## src/rtl/fetch_pkg.sv

```systemverilog
// Shared types for the instruction-fetch sequencer: FSM states and the
// {pc, instr} record carried through the prefetch queue.
package fetch_pkg;

  localparam int INSTR_BYTES = 4;
  localparam int PC_W        = 32;

  typedef enum logic [1:0] {
    IDLE,
    RUN,
    FAULT
  } fetch_state_t;

  typedef struct packed {
    logic [PC_W-1:0] pc;
    logic [31:0]     instr;
  } fetch_entry_t;

endpackage

```

## src/rtl/fetch_ctrl_if.sv

```systemverilog
// Bundle of the ROM, redirect, decode-handshake and fault signals of fetch_ctrl.
// master is the fetch side, slave is the environment (ROM, execute, decode).
interface fetch_ctrl_if #(
  parameter int ADDRESS_WIDTH = 32
);

  logic [ADDRESS_WIDTH-1:0] rom_pc;
  logic [31:0]              rom_instr;
  logic                     redirect_valid;
  logic [ADDRESS_WIDTH-1:0] redirect_pc;
  logic                     out_valid;
  logic                     out_ready;
  logic [31:0]              out_instr;
  logic [ADDRESS_WIDTH-1:0] out_pc;
  logic                     fault;
  logic [ADDRESS_WIDTH-1:0] fault_pc;

  modport master (
    output rom_pc, out_valid, out_instr, out_pc, fault, fault_pc,
    input  rom_instr, redirect_valid, redirect_pc, out_ready
  );

  modport slave (
    input  rom_pc, out_valid, out_instr, out_pc, fault, fault_pc,
    output rom_instr, redirect_valid, redirect_pc, out_ready
  );

endinterface

```

## src/rtl/fetch_queue.sv

```systemverilog
// DEPTH-entry circular FIFO of fetch entries; flush beats push, and a push
// into a full queue is accepted only when the head pops in the same cycle.
module fetch_queue
  import fetch_pkg::*;
#(
  parameter int DEPTH = 2
) (
  input  logic         clk,
  input  logic         rst_n,
  input  logic         push,
  input  logic         pop,
  input  logic         flush,
  input  fetch_entry_t push_entry,
  output logic         full,
  output logic         empty,
  output fetch_entry_t head
);

  localparam int PTR_W = (DEPTH > 1) ? $clog2(DEPTH) : 1;
  localparam int CNT_W = $clog2(DEPTH) + 1;

  logic [PTR_W-1:0] wr_ptr_reg;
  logic [PTR_W-1:0] rd_ptr_reg;
  logic [CNT_W-1:0] count_reg;
  logic             do_push;
  logic             do_pop;
  fetch_entry_t     slot [DEPTH];

  assign full    = (count_reg == CNT_W'(DEPTH));
  assign empty   = (count_reg == '0);
  assign do_pop  = pop && !empty;
  assign do_push = push && !flush && (!full || do_pop);
  assign head    = slot[rd_ptr_reg];

  genvar gi;
  generate
    for (gi = 0; gi < DEPTH; gi++) begin : g_slot
      fetch_entry_t entry_reg;

      always_ff @(posedge clk) begin
        if (do_push && (wr_ptr_reg == PTR_W'(gi))) begin
          entry_reg <= push_entry;
        end
      end

      assign slot[gi] = entry_reg;
    end
  endgenerate

  // Pointers wrap naturally because DEPTH is a power of two.
  always_ff @(posedge clk) begin
    if (!rst_n || flush) begin
      wr_ptr_reg <= '0;
      rd_ptr_reg <= '0;
      count_reg  <= '0;
    end else begin
      if (do_push) begin
        wr_ptr_reg <= wr_ptr_reg + PTR_W'(1);
      end
      if (do_pop) begin
        rd_ptr_reg <= rd_ptr_reg + PTR_W'(1);
      end
      count_reg <= count_reg + CNT_W'(do_push) - CNT_W'(do_pop);
    end
  end

endmodule

```

## src/rtl/fetch_ctrl.sv

```systemverilog
// Instruction-fetch sequencer: owns the fetch PC, captures {pc, instr} from the
// combinational ROM into a prefetch queue, and handles redirects and faults.
module fetch_ctrl
  import fetch_pkg::*;
#(
  parameter int                       ADDRESS_WIDTH = 32,
  parameter int                       ROM_BYTES     = 4096,
  parameter logic [ADDRESS_WIDTH-1:0] RESET_PC      = '0,
  parameter int                       DEPTH         = 2
) (
  input logic          clk,
  input logic          rst_n,
  fetch_ctrl_if.master bus
);

  localparam logic [ADDRESS_WIDTH-1:0] LAST_PC = ADDRESS_WIDTH'(ROM_BYTES - INSTR_BYTES);

  fetch_state_t             state_reg;
  logic [ADDRESS_WIDTH-1:0] fetch_pc_reg;
  logic                     fault_reg;
  logic [ADDRESS_WIDTH-1:0] fault_pc_reg;

  logic         q_push;
  logic         q_pop;
  logic         q_flush;
  logic         q_full;
  logic         q_empty;
  logic         out_valid_int;
  logic         in_run;
  fetch_entry_t q_head;
  fetch_entry_t q_entry;

  function automatic logic pc_legal(input logic [ADDRESS_WIDTH-1:0] pc);
    return (pc[1:0] == 2'b00) && (pc <= LAST_PC);
  endfunction

  assign in_run        = (state_reg == RUN);
  assign out_valid_int = !q_empty && (state_reg != IDLE);
  assign q_pop         = out_valid_int && bus.out_ready;
  assign q_flush       = in_run && bus.redirect_valid;
  // A full queue still accepts a fetch when the head leaves in the same cycle.
  assign q_push        = in_run && !bus.redirect_valid && pc_legal(fetch_pc_reg)
                         && (!q_full || q_pop);

  assign q_entry.pc    = PC_W'(fetch_pc_reg);
  assign q_entry.instr = bus.rom_instr;

  fetch_queue #(
    .DEPTH(DEPTH)
  ) u_queue (
    .clk       (clk),
    .rst_n     (rst_n),
    .push      (q_push),
    .pop       (q_pop),
    .flush     (q_flush),
    .push_entry(q_entry),
    .full      (q_full),
    .empty     (q_empty),
    .head      (q_head)
  );

  always_ff @(posedge clk) begin
    if (!rst_n) begin
      state_reg    <= IDLE;
      fetch_pc_reg <= RESET_PC;
      fault_reg    <= 1'b0;
      fault_pc_reg <= '0;
    end else begin
      case (state_reg)
        IDLE: state_reg <= RUN;
        RUN: begin
          if (bus.redirect_valid) begin
            if (pc_legal(bus.redirect_pc)) begin
              fetch_pc_reg <= bus.redirect_pc;
            end else begin
              state_reg    <= FAULT;
              fault_reg    <= 1'b1;
              fault_pc_reg <= bus.redirect_pc;
            end
          end else if (!pc_legal(fetch_pc_reg)) begin
            state_reg    <= FAULT;
            fault_reg    <= 1'b1;
            fault_pc_reg <= fetch_pc_reg;
          end else if (q_push) begin
            fetch_pc_reg <= fetch_pc_reg + ADDRESS_WIDTH'(INSTR_BYTES);
          end
        end
        FAULT: state_reg <= FAULT;
        default: state_reg <= IDLE;
      endcase
    end
  end

  // Head fields are forced to zero while nothing is presented.
  assign bus.rom_pc    = fetch_pc_reg;
  assign bus.out_valid = out_valid_int;
  assign bus.out_pc    = out_valid_int ? ADDRESS_WIDTH'(q_head.pc) : '0;
  assign bus.out_instr = out_valid_int ? q_head.instr : 32'h0;
  assign bus.fault     = fault_reg;
  assign bus.fault_pc  = fault_pc_reg;

endmodule

```

## src/flat_wrapper.sv

```systemverilog
// flat-port wrapper written by rule: the top's interface ports become plain ports
module fetch_ctrl_flat import fetch_pkg::*;
#(
  parameter int                       ADDRESS_WIDTH = 32,
  parameter int                       ROM_BYTES     = 4096,
  parameter logic [ADDRESS_WIDTH-1:0] RESET_PC      = '0,
  parameter int                       DEPTH         = 2
)
  (clk, rst_n, bus_rom_pc, bus_out_valid, bus_out_instr, bus_out_pc, bus_fault, bus_fault_pc, bus_rom_instr, bus_redirect_valid, bus_redirect_pc, bus_out_ready);
  fetch_ctrl_if #(.ADDRESS_WIDTH(ADDRESS_WIDTH)) bus_i ();
  input logic clk;
  input logic rst_n;
  output wire logic [$bits(bus_i.rom_pc)-1:0] bus_rom_pc;
  output wire logic [$bits(bus_i.out_valid)-1:0] bus_out_valid;
  output wire logic [$bits(bus_i.out_instr)-1:0] bus_out_instr;
  output wire logic [$bits(bus_i.out_pc)-1:0] bus_out_pc;
  output wire logic [$bits(bus_i.fault)-1:0] bus_fault;
  output wire logic [$bits(bus_i.fault_pc)-1:0] bus_fault_pc;
  input wire logic [$bits(bus_i.rom_instr)-1:0] bus_rom_instr;
  input wire logic [$bits(bus_i.redirect_valid)-1:0] bus_redirect_valid;
  input wire logic [$bits(bus_i.redirect_pc)-1:0] bus_redirect_pc;
  input wire logic [$bits(bus_i.out_ready)-1:0] bus_out_ready;
  assign bus_rom_pc = bus_i.rom_pc;
  assign bus_out_valid = bus_i.out_valid;
  assign bus_out_instr = bus_i.out_instr;
  assign bus_out_pc = bus_i.out_pc;
  assign bus_fault = bus_i.fault;
  assign bus_fault_pc = bus_i.fault_pc;
  assign bus_i.rom_instr = bus_rom_instr;
  assign bus_i.redirect_valid = bus_redirect_valid;
  assign bus_i.redirect_pc = bus_redirect_pc;
  assign bus_i.out_ready = bus_out_ready;
  fetch_ctrl #(.ADDRESS_WIDTH(ADDRESS_WIDTH), .ROM_BYTES(ROM_BYTES), .RESET_PC(RESET_PC), .DEPTH(DEPTH)) u_core (.clk(clk), .rst_n(rst_n), .bus(bus_i));
endmodule
```

## config.mk

```make
export PLATFORM = sky130hd
export DESIGN_NAME = fetch_ctrl_flat
export DESIGN_NICKNAME = d
export VERILOG_FILES = /design/src/rtl/fetch_pkg.sv /design/src/rtl/fetch_ctrl_if.sv /design/src/rtl/fetch_queue.sv /design/src/rtl/fetch_ctrl.sv /design/src/flat_wrapper.sv
export SDC_FILE = /design/constraint.sdc
export NUM_CORES = 1
export LEC_CHECK = 0
export CORE_AREA = 5 5 194 140
export CTS_CLUSTER_SIZE = 25
export DETAILED_ROUTE_END_ITERATION = 6
export DIE_AREA = 0 0 199 145
export GPL_TIMING_DRIVEN = 0
export SYNTH_ARGS = -nofsm -noshare
export SYNTH_HDL_FRONTEND = slang
export SYNTH_SLANG_ARGS = --single-unit
export TNS_END_PERCENT = 5
```

## constraint.sdc

```tcl
create_clock -name clk -period 5.7 [get_ports clk]
set_clock_uncertainty 0.05 [all_clocks]
set_input_delay 1.425 -clock clk [delete_from_list [all_inputs] [get_ports clk]]
set_output_delay 1.425 -clock clk [all_outputs]
set_load 0.1 [all_outputs]
```

==> flow_metrics.env <==
export IMPL_path_cells="inv_1 > ha_1 > or2_2 > clkbuf_1 > clkbuf_1 > nor2_1 > clkdlybuf4s50_1"
export IMPL_synth_top_cell_area_share=0.474
export IMPL_first_pass_iters=5
export IMPL_placedInstanceArea_um2=10600
export IMPL_post_cts_buffers=0
export IMPL_dp_hpwl_mm=16.8
export IMPL_clk_latency_ns=0.43
export IMPL_ys_top_cells_by_count="edfxtp_1, nor2_1, mux2i_1"
export IMPL_ys_flop_type="edfxtp_1"
export IMPL_synth_nets=700
export IMPL_place_gp_congestion=0.816
export IMPL_drc=0
export IMPL_final_max_slew_viol_count=0
export IMPL_critPathKind="register to output pin"
export IMPL_die_h_um=145
export IMPL_setup_viol=0
export IMPL_syn_to_final_growth_pct=37.1
export IMPL_drtIter0Drc=362
export IMPL_ys_warn_count=0
export IMPL_yosysMostFrequentCell="edfxtp_1"
export IMPL_nFillCells=2345
export IMPL_reg2reg_from="u_core.bus.rom_pc[21]$_SDFFE_PN0P_"
export IMPL_final_cell_area_um2=11100
export IMPL_fin_crit_ns=4.94
export IMPL_r2r_cells=6
export IMPL_yosysSeqAreaShare=0.649
export IMPL_post_route_period_util=0.867
export IMPL_grt_pass1_vias=5885
export IMPL_startpoint_type="register"
export IMPL_synth_area_top_cells="edfxtp_1, dfxtp_1, mux2i_1, nor2_1, a211oi_1"
export IMPL_hp_start="u_core.state_reg[1]$_SDFFE_PN0P_"
export IMPL_synthCells=627
export IMPL_hold_class="register to register"
export IMPL_drive_gt1_frac=0.0863
export IMPL_fmax_ghz=0.202
export IMPL_post_cts_resized=0
export IMPL_cts_buffers=17
export IMPL_yosys_area_top_type="edfxtp_1"
export IMPL_placedCellCount=1157
export IMPL_htreeDepth=4
export IMPL_p_leak_nw=3.80
export IMPL_r2r_end="u_core.u_queue.g_slot[1].entry_reg[20]$_DFFE_PP_"
export IMPL_cts_root_buf="clkbuf_16"
export IMPL_syn_avg_cell_area_um2=12.9
export IMPL_power_density_nw_per_um2=457
export IMPL_grt_pass1_wl_mm=35.3
export IMPL_cts_path_max_buffers=2
export IMPL_grt_max_degree=31
export IMPL_cap_violations=0
export IMPL_final_cell_count_no_fill=1188
export IMPL_die_width_um=199
export IMPL_vias_per_cell=4.86
export IMPL_track_usage=0.159
export IMPL_relSlewSlack=0.285
export IMPL_num_nets_final=918
export IMPL_largest_reg_flops=128
export IMPL_async_reset_ff_frac=0
export IMPL_wl_per_cell_um=19.3
export IMPL_crit_fanout=10
export IMPL_cp_common_cell="clkbuf_1"
export IMPL_critical_path_startpoint="u_core.state_reg[0]$_SDFFE_PN0P_"
export IMPL_drt_wl_total_mm=23.0
export IMPL_ant_nets=0
export IMPL_dp_slack_ns=1.12
export IMPL_cp_required_ns=4.22
export IMPL_path_clk_slew_ns=0.06
export IMPL_rrSetupSlack_ns=2.61
export IMPL_start_util=0.323
export IMPL_crit_end="bus_out_pc[25]"
export IMPL_tightestPinTransition_ns=1.07
export IMPL_diodes=0
export IMPL_worst_ir_drop_vdd_uv=300
export IMPL_port_buffers=195
export IMPL_io_pins=198
export IMPL_rows=49
export IMPL_status="finished clean"
export IMPL_grt_setup_unrepaired="false"
export IMPL_yosysUniqueCellTypes=56
export IMPL_num_vias=5773
export IMPL_slowest_stage="clkdlybuf4s50_1"
export IMPL_die_area_um2=28900
export IMPL_final_hold_viol_count=0
export IMPL_cts_tree="done"
export IMPL_synth_edff_count=128
export IMPL_grt_overflow_total=0
export IMPL_core_um2=25100
export IMPL_syn_area_um2=8110
export IMPL_worst_path_largest_cell_delay_ns=1.17
export IMPL_ys_ff_latch=199
export IMPL_worst_slack_ns=0.758
export IMPL_cts_hold_buf=0
export IMPL_critPathCaptureType="output pin"
export IMPL_crit_arrival_ns=3.47
export IMPL_antenna_found_initial=0
export IMPL_clkSinkCount=199
-- routing by layer --
| layer | up-vias | track usage | part of all wire | routed length, um |
|---|---|---|---|---|
| met1 | 2780 | 0.236 | 0.48 | 11100 |
| met4 | 0 | 0.0321 | 0.010 | 237 |
| met3 | 17 | 0.0508 | 0.087 | 2010 |
| met2 | 227 | 0.230 | 0.42 | 9670 |
| met5 | - | 0 | 0 | 0 |
| li1 | 2749 | - | - | - |
-- metrics by stage --
stage	TNS [ns]	hold slack [ns]	total power, mW	util
after floorplan	-2.59	0.388	3.43	-
after global placement	-302.55	0.397	3.99	0.417
after detailed placement	0	0.411	4.01	0.421
after CTS	0	0.420	5.14	0.443
after global routing	0	0.457	5.31	0.443
final	0	0.415	5.09	0.443
-- worst max-delay path, delay by kind of cell, from the launching register on --
family / cells / cell delay (ns)
adder cells (fa/ha/maj): 1 / 0.22
buffers and inverters: 4 / 1.90
flip-flops: 1 / 0.36
AND/OR/NAND/NOR: 2 / 0.54
-- logic make-up (layout without fill, tap and decap cells) --
logic type | count (synthesis) | after routing | share of synthesized area
buf+inv | 53 | 283 | 0.0315
xor+xnor | 4 | 4 | 0.00432
simple gates | 197 | 197 | 0.114
fa+ha+maj | 5 | 5 | 0.00771
mux | 97 | 97 | 0.120
flops | 199 | 199 | 0.649
compound gates | 72 | 72 | 0.0734
-- power breakdown --
group	switching (mW)	internal, mW
clock	0.510	0.610
sequential	0.103	1.74
combinational	1.60	0.526
-- final cells by class --
type                    count  area (um^2)  share of cell area
inverters                   9         33.8             0.00304
multi-input cells         375         2610               0.234
flip-flops and latches    199         5270               0.473
well taps                 331          414              0.0372
clock buffers              22          454              0.0408
clock inverters             9         81.3             0.00731
plain buffers              44          221              0.0199
repair buffers            199         2050               0.184
-- worst min path at each step --
| stage | endpoint | slack, ns | cells after the start |
|---|---|---|---|
| 2_1_floorplan | u_core.state_reg[1]$_SDFFE_PN0P_ | 0.39 | 2 |
| 6_report | u_core.state_reg[1]$_SDFFE_PN0P_ | 0.42 | 2 |
| 3_5_place_dp | u_core.state_reg[1]$_SDFFE_PN0P_ | 0.41 | 2 |
| 3_3_place_gp | u_core.state_reg[1]$_SDFFE_PN0P_ | 0.40 | 2 |
| 4_1_cts | u_core.state_reg[1]$_SDFFE_PN0P_ | 0.42 | 2 |
| 5_1_grt | u_core.state_reg[1]$_SDFFE_PN0P_ | 0.46 | 2 |
-- cells in the final DEF, fill, tap and decap left out, types with 4 or more instances in the layout --
master           Yosys  routed
clkbuf_16            0      17
edfxtp_1           128     128
nor4_1               6       6
nand2b_1             6       6
buf_2                6       6
buf_6                6       6
a211oi_1            29      29
nand2_1             22      22
mux2i_1             96      96
and3_1              10      10
a311oi_1             4       4
nor3_1               4       4
nand3_1              8       8
clkdlybuf4s50_1      0     195
clkinv_2             0       5
buf_1                8       8
inv_1                8       8
nor2_1             115     113
clkbuf_1            23      27
dfxtp_1             71      71
a21oi_1              8       8
and3_2              10      10
a31oi_1              4       4
ha_1                 5       5
No activity file was read; power rests on OpenSTA's default activity.
